## src/rtl/dma_ram_pkg.sv

```systemverilog
// Shared constants, FSM state encodings and the tkeep helper for the DMA RAM read stream.
package dma_ram_pkg;

  localparam int DMA_SEG_COUNT    = 2;
  localparam int DMA_SEG_BE_WIDTH = 16;
  localparam int DMA_WORD_BYTES   = DMA_SEG_COUNT * DMA_SEG_BE_WIDTH;
  localparam int MAX_KEEP_WIDTH   = 256;

  typedef logic [1:0] rd_state_t;

  localparam rd_state_t ST_IDLE  = 2'd0;
  localparam rd_state_t ST_ISSUE = 2'd1;
  localparam rd_state_t ST_DRAIN = 2'd2;

  // Low nbytes bits set; callers slice down to their own keep width.
  function automatic logic [MAX_KEEP_WIDTH-1:0] keep_mask(input int unsigned nbytes);
    logic [MAX_KEEP_WIDTH-1:0] m;
    m = '0;
    for (int unsigned i = 0; i < MAX_KEEP_WIDTH; i++) begin
      m[i] = (i < nbytes);
    end
    return m;
  endfunction

endpackage

```

## src/rtl/dma_ram_rd_seg_fifo.sv

```systemverilog
// Per-segment response FIFO with its own read-command credit counter (credits = free rows incl. in flight).
module dma_ram_rd_seg_fifo #(
  parameter int DATA_WIDTH = 128,
  parameter int DEPTH      = 4
) (
  input  logic                  clk,
  input  logic                  rst,
  input  logic [DATA_WIDTH-1:0] wr_data,
  input  logic                  wr_valid,
  output logic                  wr_ready,
  output logic [DATA_WIDTH-1:0] rd_data,
  output logic                  rd_avail,
  input  logic                  rd_pop,
  output logic                  credit_ok,
  input  logic                  cmd_take
);

  localparam int PTR_W = $clog2(DEPTH);
  localparam int CNT_W = $clog2(DEPTH + 1);

  logic [DATA_WIDTH-1:0] mem [DEPTH];
  logic [PTR_W-1:0]      wr_ptr_reg;
  logic [PTR_W-1:0]      rd_ptr_reg;
  logic [CNT_W-1:0]      count_reg;
  logic [CNT_W-1:0]      credit_reg;
  logic                  full;
  logic                  push;

  assign full      = (count_reg == CNT_W'(DEPTH));
  // Held ready through reset so stale responses are flushed rather than stalled.
  assign wr_ready  = rst || !full;
  assign push      = wr_valid && !rst && !full;
  assign rd_avail  = (count_reg != '0);
  assign rd_data   = mem[rd_ptr_reg];
  assign credit_ok = (credit_reg != '0);

  always_ff @(posedge clk) begin
    if (push) begin
      mem[wr_ptr_reg] <= wr_data;
    end
  end

  always_ff @(posedge clk) begin
    if (rst) begin
      wr_ptr_reg <= '0;
      rd_ptr_reg <= '0;
      count_reg  <= '0;
      credit_reg <= CNT_W'(DEPTH);
    end else begin
      if (push) begin
        wr_ptr_reg <= wr_ptr_reg + PTR_W'(1);
      end
      if (rd_pop) begin
        rd_ptr_reg <= rd_ptr_reg + PTR_W'(1);
      end
      case ({push, rd_pop})
        2'b10:   count_reg <= count_reg + CNT_W'(1);
        2'b01:   count_reg <= count_reg - CNT_W'(1);
        default: count_reg <= count_reg;
      endcase
      case ({cmd_take, rd_pop})
        2'b10:   credit_reg <= credit_reg - CNT_W'(1);
        2'b01:   credit_reg <= credit_reg + CNT_W'(1);
        default: credit_reg <= credit_reg;
      endcase
    end
  end

endmodule

```

## src/rtl/dma_ram_rd_stream.sv

```systemverilog
// Segmented DMA RAM read master: descriptor -> per-segment row reads -> full-width AXI-stream beats.
// Optional DMA_RAM_RD_STATUS_EN adds descriptor tag capture and a per-descriptor completion pulse.
module dma_ram_rd_stream
  import dma_ram_pkg::*;
#(
  parameter int SEG_COUNT      = DMA_SEG_COUNT,
  parameter int SEG_DATA_WIDTH = DMA_SEG_BE_WIDTH * 8,
  parameter int SEG_ADDR_WIDTH = 8,
  parameter int SEG_BE_WIDTH   = SEG_DATA_WIDTH / 8,
  parameter int RAM_ADDR_WIDTH = SEG_ADDR_WIDTH + $clog2(SEG_COUNT * SEG_BE_WIDTH),
  parameter int LEN_WIDTH      = 16,
  parameter int FIFO_DEPTH     = 4,
  parameter int TAG_WIDTH      = 8
) (
  input  logic                                clk,
  input  logic                                rst,
  input  logic [RAM_ADDR_WIDTH-1:0]           s_desc_addr,
  input  logic [LEN_WIDTH-1:0]                s_desc_len,
`ifdef DMA_RAM_RD_STATUS_EN
  input  logic [TAG_WIDTH-1:0]                s_desc_tag,
  output logic [TAG_WIDTH-1:0]                m_axis_status_tag,
  output logic                                m_axis_status_valid,
`endif
  input  logic                                s_desc_valid,
  output logic                                s_desc_ready,
  output logic [SEG_COUNT*SEG_ADDR_WIDTH-1:0] rd_cmd_addr,
  output logic [SEG_COUNT-1:0]                rd_cmd_valid,
  input  logic [SEG_COUNT-1:0]                rd_cmd_ready,
  input  logic [SEG_COUNT*SEG_DATA_WIDTH-1:0] rd_resp_data,
  input  logic [SEG_COUNT-1:0]                rd_resp_valid,
  output logic [SEG_COUNT-1:0]                rd_resp_ready,
  output logic [SEG_COUNT*SEG_DATA_WIDTH-1:0] m_axis_tdata,
  output logic [SEG_COUNT*SEG_BE_WIDTH-1:0]   m_axis_tkeep,
  output logic                                m_axis_tvalid,
  output logic                                m_axis_tlast,
  input  logic                                m_axis_tready
);

  localparam int WORD_BYTES = SEG_COUNT * SEG_BE_WIDTH;
  localparam int WB_LOG     = $clog2(WORD_BYTES);
  localparam int KEEP_W     = WORD_BYTES;

  rd_state_t                 state_reg;
  logic [SEG_ADDR_WIDTH-1:0] row_reg;
  logic [LEN_WIDTH-1:0]      rows_left_reg;
  logic [LEN_WIDTH-1:0]      beats_left_reg;
  logic [SEG_COUNT-1:0]      issued_reg;
  logic [KEEP_W-1:0]         last_keep_reg;

  logic                 desc_hs;
  logic                 beat_hs;
  logic                 last_beat;
  logic                 row_done;
  logic [SEG_COUNT-1:0] cmd_hs;
  logic [SEG_COUNT-1:0] seg_avail;
  logic [SEG_COUNT-1:0] seg_credit_ok;
  logic [LEN_WIDTH:0]   len_round;
  logic [LEN_WIDTH-1:0] beats_calc;
  logic [LEN_WIDTH-1:0] len_m1;
  logic [WB_LOG:0]      last_bytes;
  logic                 unused_addr_bits;

  assign unused_addr_bits = &{1'b0, s_desc_addr[WB_LOG-1:0]};

  assign s_desc_ready = !rst && (state_reg == ST_IDLE);
  assign desc_hs      = s_desc_valid && s_desc_ready;
  assign len_round    = {1'b0, s_desc_len} + (LEN_WIDTH+1)'(WORD_BYTES - 1);
  assign beats_calc   = LEN_WIDTH'(len_round >> WB_LOG);
  assign len_m1       = s_desc_len - LEN_WIDTH'(1);
  assign last_bytes   = {1'b0, len_m1[WB_LOG-1:0]} + (WB_LOG+1)'(1);

  assign cmd_hs   = rd_cmd_valid & rd_cmd_ready;
  assign row_done = (state_reg == ST_ISSUE) && (&(issued_reg | cmd_hs));

  // A beat is presented only once every segment holds its part of the row.
  assign m_axis_tvalid = !rst && (&seg_avail);
  assign beat_hs       = m_axis_tvalid && m_axis_tready;
  assign last_beat     = (beats_left_reg == LEN_WIDTH'(1));
  assign m_axis_tlast  = m_axis_tvalid && last_beat;
  assign m_axis_tkeep  = last_beat ? last_keep_reg : {KEEP_W{1'b1}};

  for (genvar gi = 0; gi < SEG_COUNT; gi++) begin : g_seg
    assign rd_cmd_valid[gi] = !rst && (state_reg == ST_ISSUE) && !issued_reg[gi] && seg_credit_ok[gi];
    assign rd_cmd_addr[gi*SEG_ADDR_WIDTH +: SEG_ADDR_WIDTH] = row_reg;

    dma_ram_rd_seg_fifo #(
      .DATA_WIDTH (SEG_DATA_WIDTH),
      .DEPTH      (FIFO_DEPTH)
    ) u_fifo (
      .clk       (clk),
      .rst       (rst),
      .wr_data   (rd_resp_data[gi*SEG_DATA_WIDTH +: SEG_DATA_WIDTH]),
      .wr_valid  (rd_resp_valid[gi]),
      .wr_ready  (rd_resp_ready[gi]),
      .rd_data   (m_axis_tdata[gi*SEG_DATA_WIDTH +: SEG_DATA_WIDTH]),
      .rd_avail  (seg_avail[gi]),
      .rd_pop    (beat_hs),
      .credit_ok (seg_credit_ok[gi]),
      .cmd_take  (cmd_hs[gi])
    );
  end

`ifdef DMA_RAM_RD_STATUS_EN
  logic [TAG_WIDTH-1:0] tag_reg;
  logic                 zero_pulse_reg;

  assign m_axis_status_tag   = tag_reg;
  assign m_axis_status_valid = zero_pulse_reg || (beat_hs && last_beat);

  always_ff @(posedge clk) begin
    if (rst) begin
      tag_reg        <= '0;
      zero_pulse_reg <= 1'b0;
    end else begin
      zero_pulse_reg <= desc_hs && (beats_calc == '0);
      if (desc_hs) begin
        tag_reg <= s_desc_tag;
      end
    end
  end
`endif

  always_ff @(posedge clk) begin
    if (rst) begin
      state_reg      <= ST_IDLE;
      row_reg        <= '0;
      rows_left_reg  <= '0;
      beats_left_reg <= '0;
      issued_reg     <= '0;
      last_keep_reg  <= '0;
    end else begin
      case (state_reg)
        ST_IDLE: begin
          if (desc_hs) begin
            row_reg        <= s_desc_addr[RAM_ADDR_WIDTH-1:WB_LOG];
            rows_left_reg  <= beats_calc;
            beats_left_reg <= beats_calc;
            issued_reg     <= '0;
            last_keep_reg  <= KEEP_W'(keep_mask(32'(last_bytes)));
            if (beats_calc != '0) begin
              state_reg <= ST_ISSUE;
            end
          end
        end
        ST_ISSUE: begin
          if (row_done) begin
            issued_reg    <= '0;
            row_reg       <= row_reg + SEG_ADDR_WIDTH'(1);
            rows_left_reg <= rows_left_reg - LEN_WIDTH'(1);
            if (rows_left_reg == LEN_WIDTH'(1)) begin
              state_reg <= ST_DRAIN;
            end
          end else begin
            issued_reg <= issued_reg | cmd_hs;
          end
        end
        ST_DRAIN: begin
          if (beat_hs && last_beat) begin
            state_reg <= ST_IDLE;
          end
        end
        default: state_reg <= ST_IDLE;
      endcase
      if (beat_hs && (state_reg != ST_IDLE)) begin
        beats_left_reg <= beats_left_reg - LEN_WIDTH'(1);
      end
    end
  end

endmodule

```

## config.mk

```make
export PLATFORM = sky130hd
export DESIGN_NAME = dma_ram_rd_stream
export DESIGN_NICKNAME = d
export VERILOG_FILES = /design/src/rtl/dma_ram_pkg.sv /design/src/rtl/dma_ram_rd_seg_fifo.sv /design/src/rtl/dma_ram_rd_stream.sv
export SDC_FILE = /design/constraint.sdc
export NUM_CORES = 1
export LEC_CHECK = 0
export ABC_AREA = 0
export BUFFER_PORTS_ARGS = -buffer_cell sky130_fd_sc_hd__buf_2
export CAP_MARGIN = 20
export CORE_ASPECT_RATIO = 0.8
export CORE_MARGIN = 3
export CORE_UTILIZATION = 50
export DETAILED_ROUTE_END_ITERATION = 7
export GPL_ROUTABILITY_DRIVEN = 0
export GPL_TIMING_DRIVEN = 0
export PLACE_DENSITY = 0.71
export SLEW_MARGIN = 10
export SYNTH_ARGS = -nofsm -noshare
export SYNTH_HDL_FRONTEND = slang
export SYNTH_HIERARCHICAL = 1
export SYNTH_SLANG_ARGS = --single-unit
```

## constraint.sdc

```tcl
create_clock -name clk -period 7.2 [get_ports clk]
set_clock_uncertainty 0.15 [all_clocks]
set_input_delay 0.72 -clock clk [delete_from_list [all_inputs] [get_ports clk]]
set_output_delay 0.72 -clock clk [all_outputs]
set_load 0.01 [all_outputs]
```

### Word-level counts from Yosys, hierarchy flattened

Memory sizes are Yosys's and may differ from the RTL's. A register that Yosys moved wholly into a read port is not among the register bits.
Cells that the tools add are included.

* magnitude comparators: 32
* equal/unequal tests: 19
* div/mod/pow operators: 0
* bitwise gates (word level): 2
* $add $sub $neg: 18
* shift operators: 0
* reduce and logical (&&, ||, !) cells: 45
* mux-type cells: 30
* multipliers: 0

Operator list (number)
* less-than comparator 5 x 6 -> 1 bit, first input constant: 16
* two-way mux 16 bit: 4
* less-than comparator 4 x 6 -> 1 bit, first input constant: 8
* == test 16 x 1 -> 1 bit, second input constant: 2
* two-way mux 32 bit: 1
* case mux 16 bit (2 select lines): 1
* subtractor 16 x 1 -> 16 bit, second input constant: 2
* less-than comparator 3 x 6 -> 1 bit, first input constant: 4
* case mux 3 bit (2 select lines): 4
* two-way mux 2 bit: 11
* adder 16 x 5 -> 17 bit, second input constant: 1
* logical AND 1 bit: 17
* two-way mux 8 bit: 2
* case mux 8 bit (2 select lines): 1
* nonzero test 16 bit: 1
* nonzero test 2 bit: 8
* adder 3 x 1 -> 3 bit, second input constant: 4
* less-than comparator 1 x 6 -> 1 bit, first input constant: 2
* less-than comparator 2 x 6 -> 1 bit, first input constant: 2
* nonzero test 3 bit: 4
* subtractor 3 x 1 -> 3 bit, second input constant: 4
* == test 2 x 1 -> 1 bit, second input constant: 5
* == test 2 bit, second input constant: 5
* AND reduction 2 bit: 5
* 17 further kinds: 32

* bits in latches: 0
* output and inout port bits: 311
* bits in writable memories: 1024
* memories: 2
* input bits: 293
* flip-flop bits (word level): 96
* logic and storage cells: 162
* bits in read-only memories: 0

Memory list
* g_seg[0].u_fifo.mem: depth 4, width 128, rd ports 1, clocked after Yosys merged registers in 1, write ports 1, line dma_ram_rd_seg_fifo.sv:21 `logic [DATA_WIDTH-1:0] mem [DEPTH];`
* g_seg[1].u_fifo.mem: depth 4, width 128, rd ports 1, clocked after Yosys merged registers in 1, write ports 1, line dma_ram_rd_seg_fifo.sv:21

### Longest topological paths before layout

Gate-level depths: netlist of the first run.

* depth in word-level cells: 10
* gate-level depth with buffers: 11
* mapped depth without buffers: 10

### Modules after synthesis

The synthesis of the first run kept the hierarchy.

By module, submodules not included
* dma_ram_rd_seg_fifo: times used 2, cells an instance 730, seq. area each 15615.0 µm², area each 19015.7 µm²
* dma_ram_rd_stream: times used 1, cells an instance 621, seq. area each 1521.5 µm², area each 4757.1 µm²

### Worst setup path before layout of the first run

Ideal clock, no wire load.

* kind: input to register
* from: input port rst
* to: memory g_seg[0].u_fifo.mem[0][0], enable pin
* setup slack: 2.564 ns
* buffers on the path: 1
* data required time: 6.548 ns
* arrival: 3.984 ns
* setup time: 0.502 ns
* stages: 3
* cells stage by stage: and3b_1 -> buf_6 -> and2_1

* word-level cells in the longest chain between the ends: 5

Ends and longest elaborated chain
* from (decl): line dma_ram_rd_stream.sv:16 `input logic rst,`
* zero test 1 bit: line dma_ram_rd_seg_fifo.sv:32 `assign push = wr_valid && !rst && !full;`
* logical AND 1 bit (2 in a row): line dma_ram_rd_seg_fifo.sv:32
* two-way mux 1 bit: line dma_ram_rd_seg_fifo.sv:38 `if (push) begin`
* two-way mux 1 bit (implied by the code): line dma_ram_rd_seg_fifo.sv:39 `mem[wr_ptr_reg] <= wr_data;`
* to (decl): line dma_ram_rd_seg_fifo.sv:21

Every way passes these cells.

### Worst setup path after layout of the first run

* from: register beats_left_reg[7]
* to: output port m_axis_tkeep[26]

* word-level cells in the longest chain between the ends: 2

Ends and longest elaborated chain
* from (decl): line dma_ram_rd_stream.sv:46 `logic [LEN_WIDTH-1:0] beats_left_reg;`
* from (signal assigned): line dma_ram_rd_stream.sv:137 `beats_left_reg <= beats_calc;`
* from (signal assigned): line dma_ram_rd_stream.sv:165 `beats_left_reg <= beats_left_reg - LEN_WIDTH'(1);`
* == test 16 x 1 -> 1 bit: line dma_ram_rd_stream.sv:78 `assign last_beat = (beats_left_reg == LEN_WIDTH'(1));`
* two-way mux 32 bit: line dma_ram_rd_stream.sv:80 `assign m_axis_tkeep = last_beat ? last_keep_reg : {KEEP_W{1'b1}};`
* to (decl): line dma_ram_rd_stream.sv:33 `output logic [SEG_COUNT*SEG_BE_WIDTH-1:0] m_axis_tkeep,`

Every way passes these cells.

==> summary.txt, run 1 <==
STA
  – Final setup margin: 3.22 ns
  – Slew @ Worst Pin: 0.832 ns
  – RSZ-0062 raised after global routing: no
  – Setup Viol. Count Final: 0
  – Slew HR: 44.6%
  – Slew Viols, Final: 0
  – Period utilization: 55.3%
  – Crit path time final: 3.98 ns
  – FMAX: 251 MHz
  – Final hold violations: 0
  – Hold WS: 0.0999 ns

GRT
  – First-pass GRT wire length: 150 mm
  – Vias in the first global route: 23600
  – Overflow after GRT: 0
  – Initial antenna violation count: 30
  – Gr usage total: 22.4%
  – Largest net degree at the start of global routing: 52

Place
  – Pre-CTS WS: 3.38 ns
  – Detail Placement HPWL: 68.9 mm
  – IO buf count: 596

Clocking
  – Quantity of hold-fixing buffers added after cts: 0
  – H-tree levels: 3
  – Postcts setup bufs: 0
  – CTS tree: built
  – CTS buffer count: 105
  – Clk buf depth: 3
  – CTS clk-pin slew, worst paths: 0.06 ns
  – Post_cts resized: 0
  – Root buffer cell: clkbuf_16
  – CTS sink count: 1124
  – Clk_lat worst skew: 0.68 ns

Yosys
  – Synthesized Nets: 2398
  – Fraction of registers with async set/reset: 0%
  – Share of the synthesized area in the top cell type: 71.9%
  – Post-synth EDFFs: 1024
  – Syn Area/Cell: 20.6 sq um
  – Synth area leaders: edfxtp_1, mux4_2, dfxtp_1
  – Synth Register Bits: 1124
  – Sequential-to-total area share from yosys stat: 76.5%
  – Ys flop type: edfxtp_1
  – Post-synth top cells: edfxtp_1, mux4_2, dfxtp_1
  – Synth Cell Area: 0.0428 sq mm
  – Synth area leader: edfxtp_1
  – Synth unique cells: 81
  – Synthesized netlist cell count: 2081
  – Most frequent cell after synthesis: edfxtp_1
  – YS warnings: 6

Drt
  – DR WL/cell: 25.1 um
  – Pre-antenna DRT Iters: 7
  – WL final: 101 mm
  – DR DRC count: 0
  – Antenna-violating nets left: 0
  – DRC marker count from the first detailed-route iteration: 2102
  – DR vias/cell: 5.79
  – Vias: 23300

Layout
  – Fill cells: 5970
  – Nets: 3117
  – Area added between synthesis and finish: 19.9%
  – Fin util: 60.8%
  – Max reg flops: 1024
  – Share of cells above drive strength 1: 38.9%

Setup path
  – Reg2reg start: state_reg[1]
  – WP data arrival: 3.11 ns
  – WP data required: 6.33 ns
  – Crit path max fanout: 10
  – CP endpoint kind: output pin
  – Worst setup path start: beats_left_reg[7]
  – Nature of the critical path startpoint: flip-flop
  – Worst r2r path cells: 11
  – Crit path kind: reg2out

Floorplanning
  – Placeable Area: 0.0844 sq mm
  – Ports: 604
  – Site row count: 95
  – Die Width: 333 um
  – Initial Util: 50.7%
  – DIE AREA: 0.0891 sq mm
  – Die H: 268 um

Min path
  – Hold path cells: 1
  – Hold crit path type: in2reg
  – Worst hold start: rd_resp_data[190]

Power
  – Switching Share: 21.4%
  – Comb power frac: 6.6%
  – Sequential share of power: 52.6%
  – Pwr per Cell Area: 274 mW/mm^2
  – Design Power: 14100 uW
  – Peak supply drop: 0.000217 V
  – Pint: 11100 uW
  – Clock power frac: 40.8%
  – P_leak: 0.0173 uW
  – Switch Pwr: 3010 uW

Run status
  – Status: finished clean

Job
  – Max-cap viol count: 0
==> cells by family (layout without fill, tap and decap cells) <==
family | Yosys count | in the layout | synth area share, %
flip-flops | 1124 | 1124 | 76.5
AND/OR/NAND/NOR | 313 | 313 | 4.00
multiplexers | 268 | 268 | 13.8
AO/OA/AOI/OAI | 182 | 182 | 2.70
buffers and inverters | 135 | 944 | 1.48
XOR/XNOR | 35 | 35 | 0.716
adder cells (fa/ha/maj) | 24 | 24 | 0.772
other | 0 | 22 | 0
==> layout make-up <==
type | count | area (sq um) | share of cell area [%]
antenna | 22 | 55.1 | 0.107
buffer | 111 | 542 | 1.06
clock buffer | 137 | 2810 | 5.47
clock inverter | 60 | 826 | 1.61
inverter | 24 | 90.1 | 0.176
multi-input combinational | 822 | 9420 | 18.4
sequential | 1124 | 32800 | 63.8
tap | 1115 | 1400 | 2.72
timing repair buffer | 612 | 3420 | 6.67
==> critical path, cell delays in order (launching register included) <==
cell and delay (ns):
dfxtp_1 0.37, or4_1 0.52, buf_2 0.18, nor4_4 0.18, nand2b_1 0.27, clkbuf_1 0.30, or3_1 0.46, buf_2 0.17
==> metal layers <==
metal  vias up  global-route usage (%)  routed length (um)
met5         -                       0                  94
met4        14                    8.81                3780
met3       239                    4.53                6860
met2      1040                    38.0               52200
met1     12000                    28.8               38200
li1      10000                       -                   -
==> cells in the final DEF, fill, tap and decap left out, types with 44 or more instances in the layout <==
cell type and n:
edfxtp_1 1024, buf_2 633, mux4_2 256, clkbuf_16 106, dfxtp_1 100, clkbuf_1 78
nor2_1 73, nand2_1 62, a21oi_1 55, o21ai_0 44
==> power by group through the flow <==
stage          Combinational, uW  Clock, uW  Sequential, uW
2_1_floorplan                489          0            7540
3_3_place_gp                 862          0            7570
3_5_place_dp                 920          0            7550
4_1_cts                      926       5870            7410
5_1_grt                      996       6140            7420
6_report                     927       5750            7410
==> path summary, 6_finish.rpt <==
| kind | endpoint | slack (ns) |
|---|---|---|
| setup / recovery | m_axis_tkeep[26] | 3.22 |
| hold / removal | g_seg[1].u_fifo/mem[1][62] | 0.1 |
| setup reg to reg | g_seg[1].u_fifo/credit_reg[2] | 3.75 |
| hold reg to reg | last_keep_reg[19] | 0.32 |
==> through the flow <==
stage | cell area (sq um) | TNS (ns) | instances
after floorplan | 42800 | 0 | 2081
after global placement | 47200 | -0.742 | 3792
after detailed placement | 47600 | 0 | 3808
after CTS | 51300 | 0 | 4005
after global routing | 51300 | 0 | 4022
final | 51300 | 0 | 4027
No activity file was read; power rests on OpenSTA's default activity.
==> run 2: changes to the inputs <==
ABC_AREA = 1   (was 0)
PLACE_DENSITY = 0.74   (was 0.71)
clock period = 3.41 ns   (was 7.2 ns; I/O delays follow)
==> run 2 against run 1 <==
Register-to-register slack got worse by 3.4 ns. Cell count increased by 43%. Die area increased by 4.5%. Via count increased by 39%. Synthesized area increased by 4.6%. Sequential cell count unchanged. Worst hold slack got worse by 0.042 ns. Setup slack got worse by 3.1 ns. Non-clock buffer count increased by 401. Critical path depth decreased by 2. Routed wire length increased by 25%. Final area increased by 10%. Critical path type unchanged. Critical endpoint is now m_axis_tdata[46]. Largest power group unchanged.
==> summary.txt, run 2 <==
GRT
  – First-pass GRT wire length: 187 mm
  – Initial antenna violation count: 20
  – Vias in the first global route: 31500
  – Largest net degree at the start of global routing: 27
  – Gr usage total: 26.1%
  – Overflow after GRT: 0

Power
  – Peak supply drop: 0.000630 V
  – Pwr per Cell Area: 544 mW/mm^2
  – P_leak: 0.0207 uW
  – Switch Pwr: 7680 uW
  – Sequential share of power: 51.5%
  – Comb power frac: 12.1%
  – Clock power frac: 36.4%
  – Pint: 23100 uW
  – Switching Share: 25.0%

Layout
  – Commonest non-fill, non-tap cell in the layout: edfxtp_1
  – Design Area, Final: 0.0565 sq mm
  – Share of cells above drive strength 1: 24.7%
  – Max reg flops: 1024
  – Nets: 4769
  – Most frequent cells in the layout: edfxtp_1, buf_2, nor2_1, o21ai_0, dlygate4sd3_1
  – Area added between synthesis and finish: 26.2%

Yosys
  – Post-synth top cells: edfxtp_1, nor2_1, o21ai_0
  – Synth unique cells: 50
  – Synth area leaders: edfxtp_1, nor2_1, dfxtp_1
  – Synthesized Nets: 3732
  – Synthesized netlist cell count: 3415
  – Synth Register Bits: 1124
  – Synth Cell Area: 0.0448 sq mm
  – Most frequent cell after synthesis: edfxtp_1
  – Synth area leader: edfxtp_1
  – Share of the synthesized area in the top cell type: 68.7%
  – Syn Area/Cell: 13.1 sq um
  – Ys flop type: edfxtp_1
  – YS warnings: 6
  – Sequential-to-total area share from yosys stat: 73.2%
  – Post-synth EDFFs: 1024
  – Fraction of registers with async set/reset: 0%

Clocking
  – CTS sink count: 1124
  – CTS buffer count: 106
  – H-tree levels: 3
  – CTS clk-pin slew, worst paths: 0.06 ns
  – Root buffer cell: clkbuf_16
  – Clk buf depth: 3
  – CTS tree: built
  – Clk_lat worst skew: 0.67 ns

STA
  – Final hold violations: 0
  – Crit path time final: 3.26 ns
  – Final setup margin: 0.152 ns
  – FMAX: 307 MHz
  – Period utilization: 95.6%
  – Slew HR: 35.6%
  – Slew @ Worst Pin: 0.963 ns
  – RSZ-0062 raised after global routing: no
  – Slew Viols, Final: 0
  – Setup Viol. Count Final: 0

Min path
  – Hold crit path type: in2reg

Setup path
  – Crit-path slowest cell: dfxtp_1
  – CP peak stage delay: 0.65 ns
  – Crit path max fanout: 10
  – Nature of the critical path startpoint: flip-flop
  – WP data required: 2.92 ns
  – CP cell instances: buf_6 -> clkbuf_1 -> o21ai_0 -> o22ai_1 -> buf_2
  – Cell family with most CP delay: buffers and inverters
  – CP endpoint kind: output pin
  – Buf/Inv on CP: 3
  – Crit path kind: reg2out
  – WP data arrival: 2.77 ns

Floorplanning
  – Site row count: 97
  – Die Width: 341 um
  – DIE AREA: 0.0932 sq mm
  – Die H: 274 um
  – Placeable Area: 0.0881 sq mm
  – Ports: 604
  – Initial Util: 50.8%

Drt
  – DR WL/cell: 22.0 um
  – Antenna-violating nets left: 0
  – DR vias/cell: 5.66
  – Pre-antenna DRT Iters: 6
  – WL final: 126 mm
  – DR DRC count: 0
  – DRC marker count from the first detailed-route iteration: 3379
  – Vias: 32500

Place
  – Cell Area, Placed: 0.0503 sq mm
  – Pre-CTS WS: -0.225 ns
  – Detail Placement HPWL: 83.1 mm
  – IO buf count: 598

Run status
  – Status: finished clean

Job
  – Max-cap viol count: 0
==> run 2: changes by cell type after synthesis, moves of 34 or more <==
cell	before	now
nand2_1	62	226
nor2_1	73	567
o21ai_0	44	342
nor2_2	2	68
mux4_2	256	0
nand3_1	18	53
o21ai_1	4	245
o22ai_2	0	80
buf_6	4	38
or3_1	42	0
o22ai_1	2	180
inv_1	23	130
==> run 2: what timing repair did <==
item / 4_1_cts / 5_1_grt
buffers inserted: 0 / 1
endpoints found under the hold margin: 1047 / 0
endpoints found under the setup margin: 0 / 27
hold buffers: 284 / 0
resized for setup: 0 / 5
==> run 2: cells by family after synthesis <==
group                    Yosys count  share of synthesized area [%]
buffers and inverters            348                           4.23
AND/OR/NAND/NOR                  994                           9.43
adder cells (fa/ha/maj)           24                          0.738
XOR/XNOR                          13                          0.254
AO/OA/AOI/OAI                    912                           12.2
flip-flops                      1124                           73.2
==> run 2: power by group through the flow <==
stage | Clock [uW] | Sequential (uW) | Combinational, uW
2_1_floorplan | 0 | 16100 | 1970
3_3_place_gp | 0 | 16200 | 3200
3_5_place_dp | 0 | 16100 | 3360
4_1_cts | 11300 | 15800 | 3670
5_1_grt | 11900 | 15900 | 4040
6_report | 11200 | 15900 | 3720
==> run 2: final timing paths <==
| check | cells past startpoint | start | slack (ns) | to |
|---|---|---|---|---|
| max | 5 | flip-flop | 0.15 | m_axis_tdata[46] |
| min | 4 | s_desc_len[1] | 0.06 | last_keep_reg[30] |
| max reg2reg | 8 | g_seg[0].u_fifo/count_reg[0] | 0.36 | g_seg[0].u_fifo/mem[1][70] |
| min reg2reg | 1 | g_seg[0].u_fifo/rd_ptr_reg[1] | 0.29 | g_seg[0].u_fifo/rd_ptr_reg[1] |
==> run 2: routing by layer <==
layer | GRT usage [%] | up-vias | routed length (um) | part of all wire (%)
li1 | - | 14600 | - | -
met1 | 35.1 | 15900 | 49200 | 39
met2 | 41.9 | 1704 | 59700 | 47
met3 | 4.92 | 332 | 11200 | 8.9
met4 | 11.4 | 6 | 6040 | 4.8
met5 | 0 | - | 34 | 0.027
==> run 2: cell type report <==
type / instances / area [sq um]
Sequential cell: 1124 / 32800
Fill cell: 6280 / 31600
Multi-Input combinational cell: 1944 / 10200
Timing Repair Buffer: 929 / 6870
Clock buffer: 128 / 2740
Tap cell: 1188 / 1490
Buffer: 195 / 1320
Inverter: 152 / 578
Clock inverter: 62 / 518
Antenna cell: 25 / 62.6
==> run 2: worst register-to-register path: cells and delay by family, from the launching register on <==
family        cells  cell delay (ns)
buf+inv           4             0.94
simple gates      4             1.28
flops             1             0.40
==> run 2: per-stage QoR <==
stage,instances,util (%),TNS (ns),total power [uW],hold slack [ns]
after floorplan,3415,-,-1300.67,18100,0.262
after global placement,5201,55.9,-4188.59,19400,0.275
after detailed placement,5247,57.1,-4.90,19500,0.282
after CTS,5721,64.0,0,30800,0.00479
after global routing,5737,64.1,0,31900,0.0594
final,5747,64.1,0,30800,0.0582
